**src/rtl/seq_scan_ctrl.sv**
```systemverilog
// Sequencer for an external serial seq_detector: clears it, streams a parallel word
// MSB-first into det_x, and gathers latency-compensated det_z samples into match statistics.
module seq_scan_ctrl #(
  parameter int WIDTH   = 8,
  parameter int DET_LAT = 1
) (
  input  logic                       clk,
  input  logic                       reset,
  input  logic                       start,
  input  logic [WIDTH-1:0]           data_in,
  output logic                       busy,
  output logic                       done,
  output logic                       det_reset,
  output logic                       det_x,
  input  logic                       det_z,
  output logic [$clog2(WIDTH+1)-1:0] match_count,
  output logic                       found,
  output logic [$clog2(WIDTH)-1:0]   first_pos
);

  localparam int CNT_W = $clog2(WIDTH+1);
  localparam int IDX_W = $clog2(WIDTH);
  localparam logic [IDX_W-1:0] LAST_IDX   = IDX_W'(WIDTH-1);
  localparam logic [1:0]       LAST_DRAIN = 2'(DET_LAT-1);

  typedef enum logic [2:0] {
    ST_IDLE,
    ST_CLR,
    ST_SHIFT,
    ST_DRAIN,
    ST_DONE
  } state_t;

  state_t             state_q, state_d;
  logic [WIDTH-1:0]   shreg_q, shreg_d;
  logic [IDX_W-1:0]   bit_idx_q, bit_idx_d;
  logic [1:0]         drain_q, drain_d;
  logic [CNT_W-1:0]   cnt_q, cnt_d;
  logic               found_q, found_d;
  logic [IDX_W-1:0]   first_q, first_d;
  logic               busy_q, busy_d;
  logic               done_q, done_d;
  logic               det_x_q, det_x_d;

  logic               shift_vld;
  logic               samp_vld;
  logic [IDX_W-1:0]   samp_idx;

  assign shift_vld = (state_q == ST_SHIFT);

  // (valid, index) travel alongside the detector's latency so each det_z sample
  // is attributed to the bit that produced it.
  generate
    if (DET_LAT == 0) begin : g_comb
      assign samp_vld = shift_vld;
      assign samp_idx = bit_idx_q;
    end else begin : g_pipe
      logic [DET_LAT-1:0]            vld_pipe_q, vld_pipe_d;
      logic [DET_LAT-1:0][IDX_W-1:0] idx_pipe_q, idx_pipe_d;

      always_comb begin
        vld_pipe_d    = vld_pipe_q << 1;
        vld_pipe_d[0] = shift_vld;
        idx_pipe_d[0] = bit_idx_q;
        for (int unsigned i = 1; i < DET_LAT; i++) begin
          idx_pipe_d[i] = idx_pipe_q[i-1];
        end
      end

      always_ff @(posedge clk) begin
        if (reset) begin
          vld_pipe_q <= '0;
          idx_pipe_q <= '0;
        end else begin
          vld_pipe_q <= vld_pipe_d;
          idx_pipe_q <= idx_pipe_d;
        end
      end

      assign samp_vld = vld_pipe_q[DET_LAT-1];
      assign samp_idx = idx_pipe_q[DET_LAT-1];
    end
  endgenerate

  always_comb begin
    state_d   = state_q;
    shreg_d   = shreg_q;
    bit_idx_d = bit_idx_q;
    drain_d   = drain_q;
    cnt_d     = cnt_q;
    found_d   = found_q;
    first_d   = first_q;

    case (state_q)
      ST_IDLE: begin
        if (start) begin
          shreg_d = data_in;
          cnt_d   = '0;
          found_d = 1'b0;
          first_d = '0;
          state_d = ST_CLR;
        end
      end
      ST_CLR: begin
        bit_idx_d = '0;
        state_d   = ST_SHIFT;
      end
      ST_SHIFT: begin
        if (bit_idx_q == LAST_IDX) begin
          drain_d = '0;
          state_d = (DET_LAT > 0) ? ST_DRAIN : ST_DONE;
        end else begin
          bit_idx_d = bit_idx_q + 1'b1;
          shreg_d   = shreg_q << 1;
        end
      end
      ST_DRAIN: begin
        if (drain_q == LAST_DRAIN) begin
          state_d = ST_DONE;
        end else begin
          drain_d = drain_q + 1'b1;
        end
      end
      ST_DONE: state_d = ST_IDLE;
      default: state_d = ST_IDLE;
    endcase

    if (samp_vld && det_z) begin
      cnt_d = cnt_q + 1'b1;
      if (!found_q) begin
        found_d = 1'b1;
        first_d = samp_idx;
      end
    end

    // Outputs are registered from the next state; the shift register is
    // consumed from its MSB, which equals data_in[WIDTH-1-bit_idx].
    busy_d  = (state_d != ST_IDLE);
    done_d  = (state_d == ST_DONE);
    det_x_d = (state_d == ST_SHIFT) ? shreg_d[WIDTH-1] : 1'b0;
  end

  always_ff @(posedge clk) begin
    if (reset) begin
      state_q   <= ST_IDLE;
      shreg_q   <= '0;
      bit_idx_q <= '0;
      drain_q   <= '0;
      cnt_q     <= '0;
      found_q   <= 1'b0;
      first_q   <= '0;
      busy_q    <= 1'b0;
      done_q    <= 1'b0;
      det_x_q   <= 1'b0;
    end else begin
      state_q   <= state_d;
      shreg_q   <= shreg_d;
      bit_idx_q <= bit_idx_d;
      drain_q   <= drain_d;
      cnt_q     <= cnt_d;
      found_q   <= found_d;
      first_q   <= first_d;
      busy_q    <= busy_d;
      done_q    <= done_d;
      det_x_q   <= det_x_d;
    end
  end

  assign det_reset   = reset | (state_q == ST_CLR);
  assign busy        = busy_q;
  assign done        = done_q;
  assign det_x       = det_x_q;
  assign match_count = cnt_q;
  assign found       = found_q;
  assign first_pos   = first_q;

endmodule

```
**config.mk**
```make
export PLATFORM = sky130hd
export DESIGN_NAME = seq_scan_ctrl
export DESIGN_NICKNAME = d
export VERILOG_FILES = /design/src/rtl/seq_scan_ctrl.sv
export SDC_FILE = /design/constraint.sdc
export NUM_CORES = 1
export LEC_CHECK = 0
export BUFFER_PORTS_ARGS = -buffer_cell sky130_fd_sc_hd__buf_2
export CORE_MARGIN = 4
export CORE_UTILIZATION = 50
export CTS_BUF_LIST = sky130_fd_sc_hd__clkbuf_4 sky130_fd_sc_hd__clkbuf_8
export CTS_CLUSTER_DIAMETER = 30
export DETAILED_ROUTE_END_ITERATION = 12
export PLACE_DENSITY = 0.73
export REMOVE_ABC_BUFFERS = 1
export SLEW_MARGIN = 0
export SYNTH_ARGS = -nofsm -noshare
export SYNTH_HDL_FRONTEND = slang
export SYNTH_SLANG_ARGS = --single-unit
```
**constraint.sdc**
```tcl
create_clock -name clk -period 2.1 [get_ports clk]
set_input_delay 0 -clock clk [delete_from_list [all_inputs] [get_ports clk]]
set_output_delay 0 -clock clk [all_outputs]
set_load 0.005 [all_outputs]
```
# == After elaboration in Yosys (flattened, before gate mapping) ==
# Cells that the tools add are included.
# op_classes
addsub,3
eq_ne,10
n_mux,23
bitwise_logic,2
reduce_logical,14
# ops
cell,n
$mux 3,8
$mux 8,2
$pmux 8 s2,1
$mux 4,3
$pmux 3 s4,1
$reduce_bool 2->1,5
$eq 3x2->1 const B,3
$eq 3x3->1 const B,2
$ne 2x2->1 const B,3
$pmux 3 s2,1
$reduce_and 3->1,2
$add 4x1->4 const B,1
$mux 1,4
$mux 2,2
$pmux 2 s2,1
$reduce_and 2->1,2
$add 3x1->3 const B,1
$eq 3x1->1 const B,1
$logic_not 3->1,1
$reduce_bool 3->1,1
$add 2x1->2 const B,1
$logic_not 2->1,1
$ne 2x1->1 const B,1
$reduce_or 2->1,1
other kinds (3),3
# totals
regBits,31
inputBits,12
output_inout_bits,12

# == Longest topological paths before layout ==
# logic_depth
word_depth,6
ltp_mapped,6
ltp_nobuf,6

# == Least setup slack after synthesis ==
# No wires, ideal clock.
# synth_timing
path_kind,register -> register
startpoint,reg bit_idx_q[0]
endpoint,reg drain_q[1]
arrival_ps,1631
setup_slack_ps,404
path_stages_with_launch,7
synth_period_minus_slack_ps,1696
path_cell_list,dfxtp_1 > ha_1 > ha_1 > nor2_2 > a2111oi_4 > mux2_1 > nor2_1
# synth_via
elab_chain_len,3
# synth_lines
item,line_no,source
start: declaration,36,"logic [IDX_W-1:0] bit_idx_q, bit_idx_d;"
start signal: assignment,158,bit_idx_q <= bit_idx_d;
$eq 3x3->1,109,if (bit_idx_q == LAST_IDX) begin
$ne 2x1->1 (no line),-,
$reduce_and 3->1 (no line),-,
end signal: assignment,159,drain_q <= drain_d;
end: declaration,37,"logic [1:0] drain_q, drain_d;"
# Every way passes these cells.
# A chain may end at the register's enable or synchronous reset.

# == Worst setup path after layout ==
# Same ends and word-level chain as after synthesis.

==> results by group <==
Synthesis
  – Synth Instances: 143
  – Number of flops mapped to enable cells by yosys: 0
  – #FFs+latches synth: 31
  – Synth warn: 0
  – Post-synth cell types: 38
  – Post-synth top flop: dfxtp_1
  – FFs w/ async S/R, synth: 0%
  – Post-Synthesis Cell Area: approximately 1300 sq um
  – Avg Cell Area, Syn: approximately 9.4 sq um
  – Sequential share of the synthesized area: approximately 46%

Timing
  – F_max: about 0.53 GHz
  – Hold Violations, Final: 0
  – Crit path time final: between 1.5 and 2 ns
  – Pin slew with the least headroom to its limit: 0.501 ns
  – Final Slew Violations: 0
  – Relative slew slack: about 67%
  – RSZ-0062 raised after global routing: false
  – Final worst path period share: roughly nine tenths
  – Final setup viols: 0
  – TNS Setup: 0 ns
  – Max Clock Skew: roughly 0.0072 ns

Detailed routing
  – Vias/cell: 5.57
  – Antenna viol nets, final: 0
  – Via Count: roughly 1,200
  – Wire per inst: roughly 13 um
  – Total Wirelength: 2680 um
  – DR pass1 iterations: 4
  – Iteration-0 DRC Markers: around 70
  – DRC Markers: 0

Worst hold path
  – HP Start: data_in[3]
  – Hold-critical path depth: 3
  – Worst Hold End: shreg_q[3]
  – Hold Path Class: primary input to flip-flop

Floorplan
  – I/O Pins: 24
  – Initial Util: a little over half
  – Core Area: 2520 sq um
  – Die ar.: 3590 sq um
  – Site Rows: 18
  – Die X: 59.9 um
  – Chip Height: ~60 um

Layout
  – Post-layout util: approximately 64%
  – Area grow syn2layout: 20.5%
  – Layout cells sized above 1: approximately a quarter
  – Final nets: 192
  – # fillers: between 200 and 250
  – Storage cell area: between 600 and 700 sq um
  – Multi-input gate area: between 600 and 700 sq um
  – Ant. Diodes: 0
  – Final std cells w/o fill: between 200 and 250

CTS
  – Post-CTS setup buffer count: 0
  – Post-cts sizing count: 0
  – CTS sink cnt: 31
  – CTS max path bufs: 2
  – Worst skew pair latency: between 0.3 and 0.4 ns
  – CTS Buf Count: 5
  – Root Driver: clkbuf_4
  – CTS tree: built
  – Clock H-tree levels: 2
  – Clk pin slew, worst setup/hold paths: roughly 0.090 ns

Critical path
  – Critical Path Most Common Cell: ha_1
  – Worst Setup End Kind: flip-flop
  – Worst-path cell chain: ha_1 > ha_1 > nor2_2 > a2111oi_4 > mux2_1 > nor2_1
  – Crit-path max cell delay: approximately 0.41 ns
  – Worst R2R Setup Slack: around 0.20 ns
  – Worst r2r src: bit_idx_q[0]
  – Critical path class: flip-flop to flip-flop
  – Reg2reg path depth: 6
  – Critical path's slowest cell: dfxtp_1
  – CP arrival: 2.17 ns
  – Worst Path Required: 2.37 ns
  – Crit path max fanout: 7
  – R2r endpoint: drain_q[1]
  – CP startpoint kind: flip-flop

Place
  – Hpwl dp: 1850 um
  – IO buf count: 23
  – RD Place Congestion: 0.779
  – Placed Instances: roughly 190

Global routing
  – First-pass GRT wire length: 4710 um
  – Largest net degree at the start of global routing: 28
  – Vias in the first global route: 1,106
  – Initial antenna violation count: 0
  – GRT Util Overall: between 10% and 20%
  – GRT overflow: 0

Power
  – Lkg Pwr: roughly 0.66 nW
  – Cell Pwr Density: ~720 nW/um^2
  – VDD IR max: ~0.68 mV
  – Tot Pwr: between 1 and 1.5 mW

Status
  – Status: finished, final reports clean

Run
  – Max-cap violations: 0
## stage by stage
stage                     cell area, sq um  hold WS (ns)  worst slack, ns
after floorplan                       1300        0.0691            0.231
after global placement                1470         0.260            0.321
after detailed placement              1470         0.270            0.207
after CTS                             1620      0.000230            0.184
after global routing                  1620        0.0202           0.0544
final                                 1620       0.00716            0.196
## flip-flops by register name, summed over array words and instances (netlist names)
signal	count
first_pos	3
match_count	4
found	1
det_x	1
g_pipe.idx_pipe_q	3
bit_idx_q	3
shreg_q	8
g_pipe.vld_pipe_q	1
state_q	3
busy	1
drain_q	2
done	1
## layer usage
| layer | vias to the layer above | part of all wire [%] | track usage (%) |
|---|---|---|---|
| met1 | 541 | 46 | 22.4 |
| met3 | 7 | 4.7 | 3.89 |
| met4 | 0 | 2.1 | 9.49 |
| met2 | 27 | 47 | 27.2 |
| li1 | 577 | - | - |
| met5 | - | 0 | 0 |
## kinds of logic after synthesis
kind of cell	after synthesis	synth area share [%]
AOI/OAI and AO/OA	41	21.8
adders and majority gates	4	3.71
buffers and inverters	13	5.20
DFF	31	46.1
muxes	3	2.32
and+or+nand+nor	51	20.9
## what timing repair did
item	4_1_cts	5_1_grt
endpoints found under the setup margin	0	0
hold buffers	8	0
hold endpoints to repair	8	0
## layout make-up
cell class                 count  share of cell area (%)
multi-input combinational     99                    40.4
sequential                    31                    38.2
inverter                       5                    1.16
timing repair buffer          34                    13.4
clock buffer                   8                    4.47
tap                           30                    2.31
## synthesized netlist by cell type (2+ instances only)
| master | number | area (sq um) |
|---|---|---|
| nor2b_1 | 4 | 25.0 |
| buf_2 | 2 | 10.0 |
| ha_1 | 4 | 50.1 |
| o21ai_0 | 3 | 15.0 |
| inv_1 | 5 | 18.8 |
| a21oi_1 | 14 | 70.1 |
| nor2_1 | 16 | 60.1 |
| a22oi_1 | 11 | 82.6 |
| a31oi_1 | 3 | 18.8 |
| nand2_1 | 10 | 37.5 |
| nand3_1 | 4 | 20.0 |
| clkbuf_1 | 2 | 7.51 |
| nor2_2 | 2 | 12.5 |
| buf_6 | 2 | 22.5 |
| mux2i_1 | 2 | 20.0 |
| dfxtp_1 | 31 | 621 |
| nand2b_1 | 3 | 18.8 |
| nor3_1 | 4 | 20.0 |
| o21bai_1 | 2 | 15.0 |
## worst max-delay path, delay by kind of cell (launching register included)
family / cells / cell delay (ns)
adders and majority gates: 2 / 0.53
DFF: 1 / 0.41
AOI/OAI and AO/OA: 1 / 0.38
muxes: 1 / 0.36
and+or+nand+nor: 2 / 0.16
## worst max-delay path by stage
stage / depth (start not counted) / end / from
CTS: 6 / drain_q[1] / bit_idx_q[0]
global placement: 6 / drain_q[1] / bit_idx_q[0]
detailed placement: 6 / drain_q[1] / bit_idx_q[0]
global route: 6 / drain_q[1] / bit_idx_q[0]
floorplan: 4 / det_x / state_q[0]
finish: 6 / drain_q[1] / bit_idx_q[0]
## cells in the final DEF (no fill, tap or decap), types with 2 or more instances in the layout
master and count:
nand2_1 10, inv_1 5, dfxtp_1 31, nor3_1 4, clkbuf_8 2, nor2_1 16
a21oi_1 14, buf_2 23, nand2b_1 3, nor2_2 2, dlygate4sd3_1 8, ha_1 4
a22oi_1 11, a31oi_1 3, mux2i_1 2, o21ai_0 3, buf_4 3, clkbuf_4 6
o21bai_1 2, nor2b_1 4, nand3_1 4
## report_power, final
| group | internal (mW) | switching (mW) | total (mW) | leakage [nW] |
|---|---|---|---|---|
| clock | 0.210 | 0.190 | 0.400 | 0.0420 |
| combinational | 0.0685 | 0.0750 | 0.143 | 0.367 |
| sequential | 0.609 | 0.0209 | 0.630 | 0.252 |
| total | 0.888 | 0.286 | 1.17 | 0.661 |
No activity file was read; power rests on OpenSTA's default activity.
